## src/rtl/rvc_asap_5pl_dmem_arb.sv

```systemverilog
// ----------------------------------------------------------------------------
// rvc_asap_5pl_dmem_arb
// Arbiter for the single shared data-memory port between the core (Q103H
// stage access) and an external loader/debug requester.
//
// - The grant is combinational from the current requests and registered
//   state. The core wins by default. After STARVE_MAX back-to-back core
//   grants with the external request pending, the external requester wins
//   one beat.
// - Each read return is steered to whichever requester issued the read on
//   the previous cycle. This allows back-to-back reads with alternating
//   owners.
// - Optional lock feature, enabled by the macro RVC_ASAP_DMEM_ARB_LOCK_EN.
//   While ExtLock is held on granted external beats, the port is kept for
//   the external requester.
//
// Ports
//   Clock, RstN                 clock, async active-low reset
//   Core{Req,WrEn,Addr,WrData,ByteEn}   core request payload
//   CoreStall                   core request not granted this cycle
//   CoreRdValid/CoreRdData      core read return (one cycle after issue)
//   Ext{Req,WrEn,Addr,WrData,ByteEn}    external request payload
//   ExtLock                     hold the port across beats (lock build only)
//   ExtGnt                      external request accepted this cycle
//   ExtRdValid/ExtRdData        external read return
//   Mem{RdEn,WrEn,Addr,WrData,ByteEn}   shared memory port
//   MemRdData                   memory read data, one cycle after MemRdEn
//
// Parameter
//   STARVE_MAX  max consecutive core grants while external waits (1..15)
// ----------------------------------------------------------------------------
module rvc_asap_5pl_dmem_arb #(
  parameter int unsigned STARVE_MAX = 4
) (
  input  logic        Clock,
  input  logic        RstN,
  // core side
  input  logic        CoreReq,
  input  logic        CoreWrEn,
  input  logic [31:0] CoreAddr,
  input  logic [31:0] CoreWrData,
  input  logic [3:0]  CoreByteEn,
  output logic        CoreStall,
  output logic        CoreRdValid,
  output logic [31:0] CoreRdData,
  // external side
  input  logic        ExtReq,
  input  logic        ExtWrEn,
  input  logic [31:0] ExtAddr,
  input  logic [31:0] ExtWrData,
  input  logic [3:0]  ExtByteEn,
  input  logic        ExtLock,
  output logic        ExtGnt,
  output logic        ExtRdValid,
  output logic [31:0] ExtRdData,
  // shared memory port
  output logic        MemRdEn,
  output logic        MemWrEn,
  output logic [31:0] MemAddr,
  output logic [31:0] MemWrData,
  output logic [3:0]  MemByteEn,
  input  logic [31:0] MemRdData
);

  localparam int unsigned AW = 32;
  localparam int unsigned DW = 32;
  localparam int unsigned BW = 4;
  localparam int unsigned CW = 4;

  // Request payload steered onto the shared port
  typedef struct packed {
    logic          we;
    logic [AW-1:0] addr;
    logic [DW-1:0] wdata;
    logic [BW-1:0] be;
  } mem_req_t;

  // State records which requester was granted on the previous cycle
  typedef enum logic [1:0] {
    IDLE     = 2'd0,
    CORE     = 2'd1,
    EXT      = 2'd2,
    EXT_LOCK = 2'd3
  } state_e;

  localparam logic [CW-1:0] STARVE_LIMIT = CW'(STARVE_MAX);

  state_e        state_q, state_d;
  logic [CW-1:0] starve_q, starve_d;
  logic          core_rd_q, core_rd_d;
  logic          ext_rd_q, ext_rd_d;

  logic          core_gnt_c;
  logic          ext_gnt_c;
  logic          lock_c;
  mem_req_t      core_pl_c;
  mem_req_t      ext_pl_c;
  mem_req_t      mem_req_c;

  // EXT_LOCK is only ever entered in the lock build, so this is constant
  // false otherwise.
  assign lock_c = (state_q == EXT_LOCK);

`ifndef RVC_ASAP_DMEM_ARB_LOCK_EN
  logic unused_ext_lock;
  assign unused_ext_lock = ExtLock;
`endif

  // State, starvation counter and read-owner registers
  always_ff @(posedge Clock or negedge RstN) begin
    if (!RstN) begin
      state_q   <= IDLE;
      starve_q  <= '0;
      core_rd_q <= 1'b0;
      ext_rd_q  <= 1'b0;
    end else begin
      state_q   <= state_d;
      starve_q  <= starve_d;
      core_rd_q <= core_rd_d;
      ext_rd_q  <= ext_rd_d;
    end
  end

  // Grant decision, next state and starvation counter
  always_comb begin
    core_gnt_c = 1'b0;
    ext_gnt_c  = 1'b0;
    state_d    = IDLE;
    starve_d   = starve_q;

    // Nothing is granted while reset is asserted, so every port stays quiet.
    if (RstN) begin
      if (lock_c) begin
        ext_gnt_c = ExtReq;
      end else if (CoreReq && ExtReq) begin
        if (starve_q == STARVE_LIMIT) begin
          ext_gnt_c = 1'b1;
        end else begin
          core_gnt_c = 1'b1;
        end
      end else begin
        core_gnt_c = CoreReq;
        ext_gnt_c  = ExtReq;
      end
    end

    if (core_gnt_c) begin
      state_d = CORE;
    end else if (ext_gnt_c) begin
`ifdef RVC_ASAP_DMEM_ARB_LOCK_EN
      state_d = ExtLock ? EXT_LOCK : EXT;
`else
      state_d = EXT;
`endif
    end

    // Count core wins only while the external requester is waiting.
    if (!ExtReq || ext_gnt_c || lock_c) begin
      starve_d = '0;
    end else if (core_gnt_c && (starve_q < STARVE_LIMIT)) begin
      starve_d = starve_q + CW'(1);
    end

    core_rd_d = core_gnt_c & ~CoreWrEn;
    ext_rd_d  = ext_gnt_c & ~ExtWrEn;
  end

  // Payload mux onto the shared port
  always_comb begin
    core_pl_c = '{we: CoreWrEn, addr: CoreAddr, wdata: CoreWrData, be: CoreByteEn};
    ext_pl_c  = '{we: ExtWrEn,  addr: ExtAddr,  wdata: ExtWrData,  be: ExtByteEn};
    mem_req_c = '0;
    if (core_gnt_c) begin
      mem_req_c = core_pl_c;
    end else if (ext_gnt_c) begin
      mem_req_c = ext_pl_c;
    end
  end

  assign MemWrEn   = mem_req_c.we;
  assign MemRdEn   = (core_gnt_c | ext_gnt_c) & ~mem_req_c.we;
  assign MemAddr   = mem_req_c.addr;
  assign MemWrData = mem_req_c.wdata;
  assign MemByteEn = mem_req_c.be;

  assign CoreStall = RstN & CoreReq & ~core_gnt_c;
  assign ExtGnt    = ext_gnt_c;

  // Return data goes only to the owner recorded at issue time.
  assign CoreRdValid = core_rd_q;
  assign CoreRdData  = core_rd_q ? MemRdData : '0;
  assign ExtRdValid  = ext_rd_q;
  assign ExtRdData   = ext_rd_q ? MemRdData : '0;

endmodule

```

## config.mk

```make
export PLATFORM = sky130hd
export DESIGN_NAME = rvc_asap_5pl_dmem_arb
export DESIGN_NICKNAME = d
export VERILOG_FILES = /design/src/rtl/rvc_asap_5pl_dmem_arb.sv
export SDC_FILE = /design/constraint.sdc
export NUM_CORES = 1
export LEC_CHECK = 0
export BUFFER_PORTS_ARGS = -buffer_cell sky130_fd_sc_hd__buf_2
export CORE_AREA = 8 8 114 116
export DETAILED_ROUTE_END_ITERATION = 6
export DIE_AREA = 0 0 122 124
export PLACE_DENSITY = 0.58
export SLEW_MARGIN = 20
export SYNTH_ARGS = -nofsm -noshare
export SYNTH_HDL_FRONTEND = slang
export SYNTH_SLANG_ARGS = --single-unit
export TNS_END_PERCENT = 50
```

## constraint.sdc

```tcl
create_clock -name Clock -period 4 [get_ports Clock]
set_clock_uncertainty 0.2 [all_clocks]
set_input_delay 1 -clock Clock [delete_from_list [all_inputs] [get_ports Clock]]
set_output_delay 1 -clock Clock [all_outputs]
set_load 0.05 [all_outputs]
```

Word level (Yosys, flattened, before mapping)
Index checks and enable logic that the tools add are counted.
{"block": "word_totals", "output_inout_bits": 138, "reg_bits": 8, "input_bits": 175, "word_cells": 40}
{"block": "classes", "eq_ne": 2, "reduce_logical": 6, "add_sub_neg": 1, "mux": 16, "bitwise_logic": 10, "magnitude_cmp": 1}
{"op": "69-bit two-way mux", "n": 2}
{"op": "32-bit two-way mux", "n": 2}
{"op": "1-bit two-way mux", "n": 8}
{"op": "4-bit two-way mux", "n": 2}
{"op": "1-bit AND", "n": 5}
{"op": "4-bit by 1-bit adder with 4-bit output, second input constant", "n": 1}
{"op": "4-bit by 3-bit == test with 1-bit output, second input constant", "n": 1}
{"op": "4-bit by 3-bit < comparator with 1-bit output, second input constant", "n": 1}
{"op": "2-bit two-way mux", "n": 2}
{"op": "1-bit inverter", "n": 4}
{"op": "2-bit == test, second input constant", "n": 1}
{"op": "1-bit logical AND", "n": 2}
{"op": "1-bit logical OR", "n": 2}
{"op": "2-bit nonzero test", "n": 1}
{"op": "1-bit logical NOT", "n": 1}
{"op": "1-bit bitwise OR", "n": 1}

Logic depth before layout (Yosys ltp)
Gate-level depths: netlist (run 1).
{"block": "logic_depth", "ltp_word": 9, "mapped_depth": 7}

Least setup slack after synthesis (run 1)
No wires, ideal clock.
{"block": "synth_timing", "path_type": "input-to-output", "from": "input port RstN", "to": "output port MemAddr[24]", "path_slack_ns": 0.634, "cell_stages": 4, "arrival_time_ns": 2.166, "required_time_ns": 2.800, "path_cell_list": "nand2_1 > a31oi_4 > buf_2 > a22o_1"}
{"block": "synth_between", "elab_chain_len": 3}
{"item": "start, declared", "line_no": "36", "text": "input logic RstN,"}
{"item": "1-bit two-way mux", "line_no": "132", "text": "if (RstN) begin"}
{"item": "named net ExtGnt", "line_no": "53", "text": "output logic ExtGnt,"}
{"item": "69-bit two-way mux", "line_no": "175", "text": "end else if (ext_gnt_c) begin"}
{"item": "69-bit two-way mux", "line_no": "173", "text": "if (core_gnt_c) begin"}
{"item": "end, declared", "line_no": "59", "text": "output logic [31:0] MemAddr,"}
The timed path passes the listed nets, and every way through them passes these cells.

Final worst setup path (run 1)
{"block": "layout_timing", "from": "input port CoreReq", "to": "output port MemAddr[3]"}
{"block": "layout_between", "elab_chain_len": 6}
{"item": "start, declared", "line_no": "38", "text": "input logic CoreReq,"}
{"item": "1-bit logical AND", "line_no": "135", "text": "end else if (CoreReq && ExtReq) begin"}
{"item": "1-bit two-way mux", "line_no": "135"}
{"item": "1-bit two-way mux", "line_no": "133", "text": "if (lock_c) begin"}
{"item": "1-bit two-way mux", "line_no": "132"}
{"item": "69-bit two-way mux", "line_no": "175"}
{"item": "69-bit two-way mux (*)", "line_no": "173"}
Mark *: on every way between the ends. The rest lies on a longest branch, timed or not.

==> qor.csv, run 1 <==
metric,value,unit
dr.pass1.iters,4,
die-area,15100,um^2
grtUsageTotal,0.118,
initial_core_util,0.149,
num_vias,2739,
setup_violations,0,
peakVddDrop,0.0911,mV
cts_setup_buffers,0,
row_count,39,
die_y,124,um
pwr-share-seq,0.126,
cap_violations,0,
worst-path-max-fanout,73,
leakage,0.00211,uW
synth-edff-count,0,
cts_made_buffers,3,
finalSetupTns,0,ns
status,finished clean,
clk_pin_slew,0.03,ns
rr_worst_depth,6,
portBuffers,311,
min_path_cells,2,
synth.distinct_cells,24,
drive_above_1_share,0.663,
synth_top_area_frac,0.368,
cp_common_cell,buf_2,
grt_pass1_vias,2841,
timing.fmax,0.277,GHz
combPwrFrac,0.646,
ctsHoldBuffers,0,
crit_path_end_kind,primary output,
die_x,122,um
finalMaxSlewViolations,0,
rsz0062_at_grt,false,
ys_seq_elements,8,
cp.arrival,2.41,ns
hold_viol_final,0,
cpPeakStageDelay,0.29,ns
path_cells,buf_2 > and2_1 > o211a_4 > buf_12 > a22o_1 > buf_2,
grt_max_degree,74,
place_ws,0.395,ns
initialDrtViolationCount,81,
syn_area,1670,um^2
fin_crit_sh,0.902,
relSlewSlack,0.488,
startpoint_type,input port,
antenna_left,0,
area_growth,98.0,%
avgSynthCellArea,8.59,um^2
cts-root-buf,clkbuf_16,
nNetsFinal,668,
pwr-share-clk,0.228,
via_per_inst,4.33,
drcViolationCount,0,
synth_common_cells,"a22o_1 (70), and2_1 (67), dfrtp_1 (8)",
p_per_area,215,nW/um^2
cts_resized,0,
grt_pass1_wl,14800,um
htreeDepth,1,
antenna_found_initial,1,
gr-total-overflow,0,
switching_share,0.496,
yosysMostFrequentCell,a22o_1,
timing.final.crit_period,3.61,ns
cts.sinks,8,
synth_cells,194,
p_int,357,uW
yosys.area.top_type,a22o_1,
wl_per_cell,16.8,um
criticalPathCategory,input port to primary output,
clockBufferDepth,2,
hpwl,9400,um
cts_tree,built,
clk_latency,0.23,ns
synth_warnings,0,
synth_ff_type,dfrtp_1,
async_reset_ff_frac,1.00,
place.gp.congestion,0.843,
synthTopCellsByArea,"a22o_1 (37%), and2_1 (25%), dfrtp_1 (12%)",
cp_slowest_cell,and2_1,
diodes,0,
syn_nets,371,
drt_wl_total,10600,um
hp-class,register to register,
pin_count,313,
layout_setup_ws,0.393,ns
worstPathRequired,2.80,ns
tightest_slew,0.768,ns
coreArea,11200,um^2
p_switching,351,uW
ys_seq_area_frac,0.120,
==> worst max-delay path, delay by kind of cell <==
family          cells  cell delay (ns)
buf+inv             3             0.67
simple gates        1             0.29
compound gates      2             0.39
==> metrics by stage <==
step / cells / utilization / hold slack, ns / total power, uW / area [um^2]
global placement: 629 / 0.289 / 0.340 / 546 / 3230
CTS: 632 / 0.295 / 0.357 / 714 / 3300
global route: 632 / 0.295 / 0.383 / 742 / 3300
detailed placement: 629 / 0.289 / 0.350 / 550 / 3230
floorplan: 194 / - / 0.319 / 402 / 1670
finish: 632 / 0.295 / 0.358 / 708 / 3300
==> path summary, 6_finish.rpt <==
kind                            slack, ns         from     endpoint
worst min-delay path                 0.36  starve_q[3]  starve_q[3]
max in group asynchronous            2.98         RstN   ExtRdValid
worst max register to register       2.25  starve_q[0]   ExtRdValid
worst max-delay path                 0.39      CoreReq   MemAddr[3]
worst min register to register       0.36  starve_q[3]  starve_q[3]
min in group asynchronous            0.49         RstN   state_q[1]
==> per-layer routing <==
metal,GRT usage,vias up,share of wire
li1,-,1316,-
met1,0.130,1201,0.35
met2,0.207,214,0.48
met3,0.0567,6,0.17
met4,0.0154,2,0.0036
met5,0,-,0.0012
==> registers in the layout, summed over array words and instances (netlist names) <==
register     flops
CoreRdValid      1
ExtRdValid       1
starve_q         4
state_q          2
==> cells by family (layout without fill, tap and decap cells) <==
kind of cell / Yosys count / count (layout) / synth area share
AOI/OAI and AO/OA: 79 / 79 / 0.424
DFF: 8 / 8 / 0.120
adders and majority gates: 2 / 2 / 0.0150
and+or+nand+nor: 77 / 77 / 0.293
buffers and inverters: 28 / 323 / 0.148
==> power by group through the flow <==
| stage | clock [uW] | sequential [uW] | combinational, uW |
|---|---|---|---|
| floorplan | 0 | 88.4 | 314 |
| global placement | 0 | 89.8 | 456 |
| detailed placement | 0 | 90.4 | 460 |
| CTS | 164 | 89.4 | 461 |
| global route | 170 | 90.1 | 482 |
| finish | 162 | 88.9 | 458 |
==> layout by cell type, fill, tap and decap left out, drive strengths merged <==
master / count
a31o: 2
a22o: 70
and2: 67
clkbuf: 3
nand3b: 1
and2b: 1
nand2: 3
o211a: 1
nor2: 1
ha: 2
buf: 314
nor3: 2
nand4: 2
inv: 6
a211oi: 2
a31oi: 2
a21boi: 1
dfrtp: 8
a41oi: 1
==> cell type report <==
class,count,area (um^2)
Inverter,6,22.5
Multi-Input combinational cell,158,1220
Tap cell,143,179
Fill cell,1194,7870
Clock buffer,3,75.1
Sequential cell,8,200
Timing Repair Buffer,314,1600
(Power assumes the default switching activity.)
==> run 2, diff against run 1 <==
==> constraint.sdc (replaced) <==
create_clock -name Clock -period 4 [get_ports Clock]
set_clock_uncertainty 0.2 [all_clocks]
set_input_delay 0.8 -clock Clock [delete_from_list [all_inputs] [get_ports Clock]]
set_output_delay 0.8 -clock Clock [all_outputs]
set_load 0.05 [all_outputs]
==> qor.csv, run 2 (synthesized netlist as in run 1, its figures left out) <==
metric,value,unit
clk_latency,0.24,ns
grtUsageTotal,0.117,
cts_resized,0,
nNetsFinal,667,
antenna_left,0,
htreeDepth,1,
leakage,0.00210,uW
crit_path_end_kind,primary output,
cts_setup_buffers,0,
drt_wl_total,10600,um
num_vias,2724,
diodes,0,
largest_register_ffs,4,
cts.sinks,8,
die_y,124,um
clk_pin_slew,0.04,ns
startpoint_type,input port,
r2r-start,starve_q[0],
cts_tree,built,
rr_worst_depth,6,
criticalPathCategory,input port to primary output,
ctsHoldBuffers,0,
layout.cells.non_filler,631,
initial_core_util,0.149,
area_growth,97.6,%
ff2ff_setup_slack,2.14,ns
antenna_found_initial,1,
grt_max_degree,73,
drcViolationCount,0,
hpwl,9390,um
cts_made_buffers,3,
relSlewSlack,0.498,
peakVddDrop,0.106,mV
drive_above_1_share,0.662,
pin_count,313,
fin_crit_sh,0.864,
row_count,39,
wl_per_cell,16.8,um
finalMaxSlewViolations,0,
r2r_end,CoreRdValid,
clockBufferDepth,2,
die_x,122,um
cts-root-buf,clkbuf_16,
gr-total-overflow,0,
place.gp.congestion,0.834,
cap_violations,0,
finalSetupTns,0,ns
p_per_area,217,nW/um^2
reg_top3,"starve_q: 4 flops, state_q: 2 flops",
dr.pass1.iters,4,
grt_pass1_wl,14500,um
cp.arrival,2.46,ns
tightest_slew,0.753,ns
hold_viol_final,0,
worstPathRequired,3.00,ns
via_per_inst,4.32,
coreArea,11200,um^2
dp_cells,628,
portBuffers,311,
die-area,15100,um^2
top_register,starve_q,
timing.fmax,0.289,GHz
hp-class,input port to async pin,
mostFrequentLayoutCells,"buf_2 (311), a22o_1 (70), and2_1 (67)",
rsz0062_at_grt,false,
timing.final.crit_period,3.46,ns
initialDrtViolationCount,89,
placed_area,3220,um^2
stdcell_area,3290,um^2
grt_pass1_vias,2769,
status,finished clean,
setup_violations,0,
worst-path-max-fanout,54,
final_common_cell,buf_2,
## run 2: area by class of cell
class,count,area [um^2]
multi-input combinational,158,1220
tap,143,179
timing repair buffer,313,1600
inverter,6,22.5
fill,1182,7880
clock buffer,3,75.1
sequential,8,200
## run 2: worst max-delay path, cell delays in order
cell and delay (ns):
buf_2 0.21, and2_1 0.32, o211a_4 0.36, buf_12 0.27
a22o_1 0.20, buf_2 0.27
## run 2: worst max-delay path by stage
stage,from,end,slack (ns),depth (start not counted)
floorplan,RstN,MemAddr[24],1.03,4
global placement,RstN,MemAddr[3],0.61,6
detailed placement,RstN,MemWrData[26],0.55,6
CTS,RstN,MemWrData[26],0.54,6
global route,RstN,MemWrData[29],0.42,6
finish,RstN,MemWrData[26],0.54,6
## run 2: per-stage QoR
stage | setup slack, ns | total power [uW] | hold WS [ns] | util
final | 0.544 | 716 | 0.209 | 0.295
after global routing | 0.424 | 743 | 0.234 | 0.295
after detailed placement | 0.552 | 549 | 0.347 | 0.288
after floorplan | 1.03 | 402 | 0.304 | -
after CTS | 0.536 | 720 | 0.216 | 0.295
after global placement | 0.609 | 545 | 0.332 | 0.288
## run 2: layer usage
layer	global-route usage	share of wire
met2	0.210	0.49
met5	0	0.0012
met4	0.0231	0.0056
met3	0.0589	0.18
met1	0.121	0.32
## run 2: report_power, final
group | switching (uW) | total, uW | leakage, uW | internal (uW)
clock | 41.2 | 170 | 0.0000370 | 129
sequential | 5.42 | 89.0 | 0.000109 | 83.6
combinational | 312 | 456 | 0.00196 | 145
total | 358 | 716 | 0.00210 | 357
==> run 3, diff against run 2 <==
Settings changed: CORE_AREA 8 8 114 116 to 2 2 122 124, DIE_AREA 0 0 122 124 to 0 0 124 126, PLACE_DENSITY 0.58 to 0.49, TNS_END_PERCENT 50 to unset.
==> qor.csv, run 3 (synthesized netlist as in run 1, its figures left out) <==
metric,value,unit
status,finished clean,
crit_start,RstN,
dp_cells,671,
reg_top3,"starve_q: 4 flops, state_q: 2 flops",
die_x,124,um
worstPathRequired,3.00,ns
p_int,360,uW
area_growth,102,%
pwr-share-clk,0.238,
crit_path_end_kind,primary output,
gr-total-overflow,0,
grt_max_degree,62,
nNetsFinal,669,
hpwl,8720,um
portBuffers,311,
cts_setup_buffers,0,
fin_crit_sh,0.848,
initial_core_util,0.116,
cp_common_cell,buf_2,
timing.fmax,0.295,GHz
finalSetupTns,0,ns
antenna_left,0,
cpPeakStageDelay,0.33,ns
p_switching,357,uW
row_count,44,
die_y,126,um
final_common_cell,buf_2,
clk_latency,0.23,ns
use_met2,0.202,
utilization,0.236,
mostFrequentLayoutCells,"buf_2 (311), a22o_1 (70), and2_1 (67)",
antenna_found_initial,3,
grt_pass1_wl,13200,um
stdcell_area,3370,um^2
grt_use_met3,0.0213,
tightest_slew,0.784,ns
drt_wl_total,9850,um
cts-root-buf,clkbuf_16,
clk_pin_slew,0.04,ns
top_register,starve_q,
seq_area,200,um^2
grt.met1_usage,0.134,
cts_resized,0,
combPwrFrac,0.638,
peakVddDrop,0.0667,mV
leakage,0.00212,uW
diodes,0,
hold_viol_final,0,
ctsHoldBuffers,0,
relSlewSlack,0.477,
p_per_area,213,nW/um^2
wl_per_cell,14.6,um
worst-path-max-fanout,44,
drive_above_1_share,0.663,
cp.arrival,2.39,ns
cts.sinks,8,
layout.cells.non_filler,674,
clockBufferDepth,2,
path_cells,buf_2 > and2_1 > o211a_4 > buf_12 > a22o_1 > buf_2,
cap_violations,0,
place.gp.congestion,0.740,
grt.busiest_layer,met2,
placed_area,3300,um^2
multi_input_area,1220,um^2
largest_register_ffs,4,
cts_tree,built,
finalMaxSlewViolations,0,
criticalPathCategory,input port to primary output,
startpoint_type,input port,
grt_pass1_vias,2278,
die-area,15600,um^2
rsz0062_at_grt,false,
initialDrtViolationCount,67,
cts_made_buffers,3,
grtUsageTotal,0.111,
drcViolationCount,0,
htreeDepth,1,
coreArea,14300,um^2
setup_violations,0,
fill_cells,1592,
timing.final.crit_period,3.39,ns
power,717,uW
pin_count,313,
switching_share,0.498,
cp_slowest_cell,and2_1,
r2r-start,starve_q[0],
hp-class,input port to async pin,
via_per_inst,3.99,
dr.pass1.iters,4,
num_vias,2691,
pwr-share-seq,0.124,
==> run 3: cell count changes in the layout (fill, tap and decap cells not counted) <==
cell    change
buf_12      +1
buf_4       +1
==> run 3: worst paths after layout <==
path | slack [ns] | depth (start not counted) | endpoint
setup / recovery | 0.61 | 6 | MemWrData[0]
hold / removal | 0.23 | 1 | state_q[0]
setup reg to reg | 2.19 | 6 | CoreRdValid
hold reg to reg | 0.36 | 2 | starve_q[3]
max in group asynchronous | 3.18 | 1 | ExtRdValid
min in group Clock | 0.36 | 2 | starve_q[3]
==> run 3: per-layer routing <==
layer | vias up | part of all wire | routed length, um
li1 | 1315 | - | -
met1 | 1158 | 0.39 | 3880
met2 | 202 | 0.48 | 4710
met3 | 12 | 0.11 | 1130
met4 | 4 | 0.0099 | 98
met5 | - | 0.0027 | 27
==> run 3: final cells by class <==
class / instances / share of cell area
sequential: 8 / 0.0594
multi-input combinational: 158 / 0.362
timing repair buffer: 315 / 0.482
clock buffer: 3 / 0.0223
inverter: 6 / 0.00668
tap: 184 / 0.0683
==> run 3: critical path, delay by kind of cell <==
family          cells  cell delay, ns
simple gates        1            0.33
compound gates      2            0.49
buf+inv             3            0.74
==> run 3: per-stage QoR <==
step                worst slack (ns)  hold slack, ns
floorplan                       1.03           0.304
global placement               0.540           0.354
detailed placement             0.532           0.360
CTS                            0.532           0.235
global route                   0.420           0.247
finish                         0.607           0.227
==> run 3: power groups by stage <==
stage	registers, uW	clock network (uW)	logic [uW]
floorplan	88.4	0	314
global placement	90.4	0	461
detailed placement	90.4	0	462
CTS	89.3	177	462
global route	89.9	178	484
finish	89.1	170	457
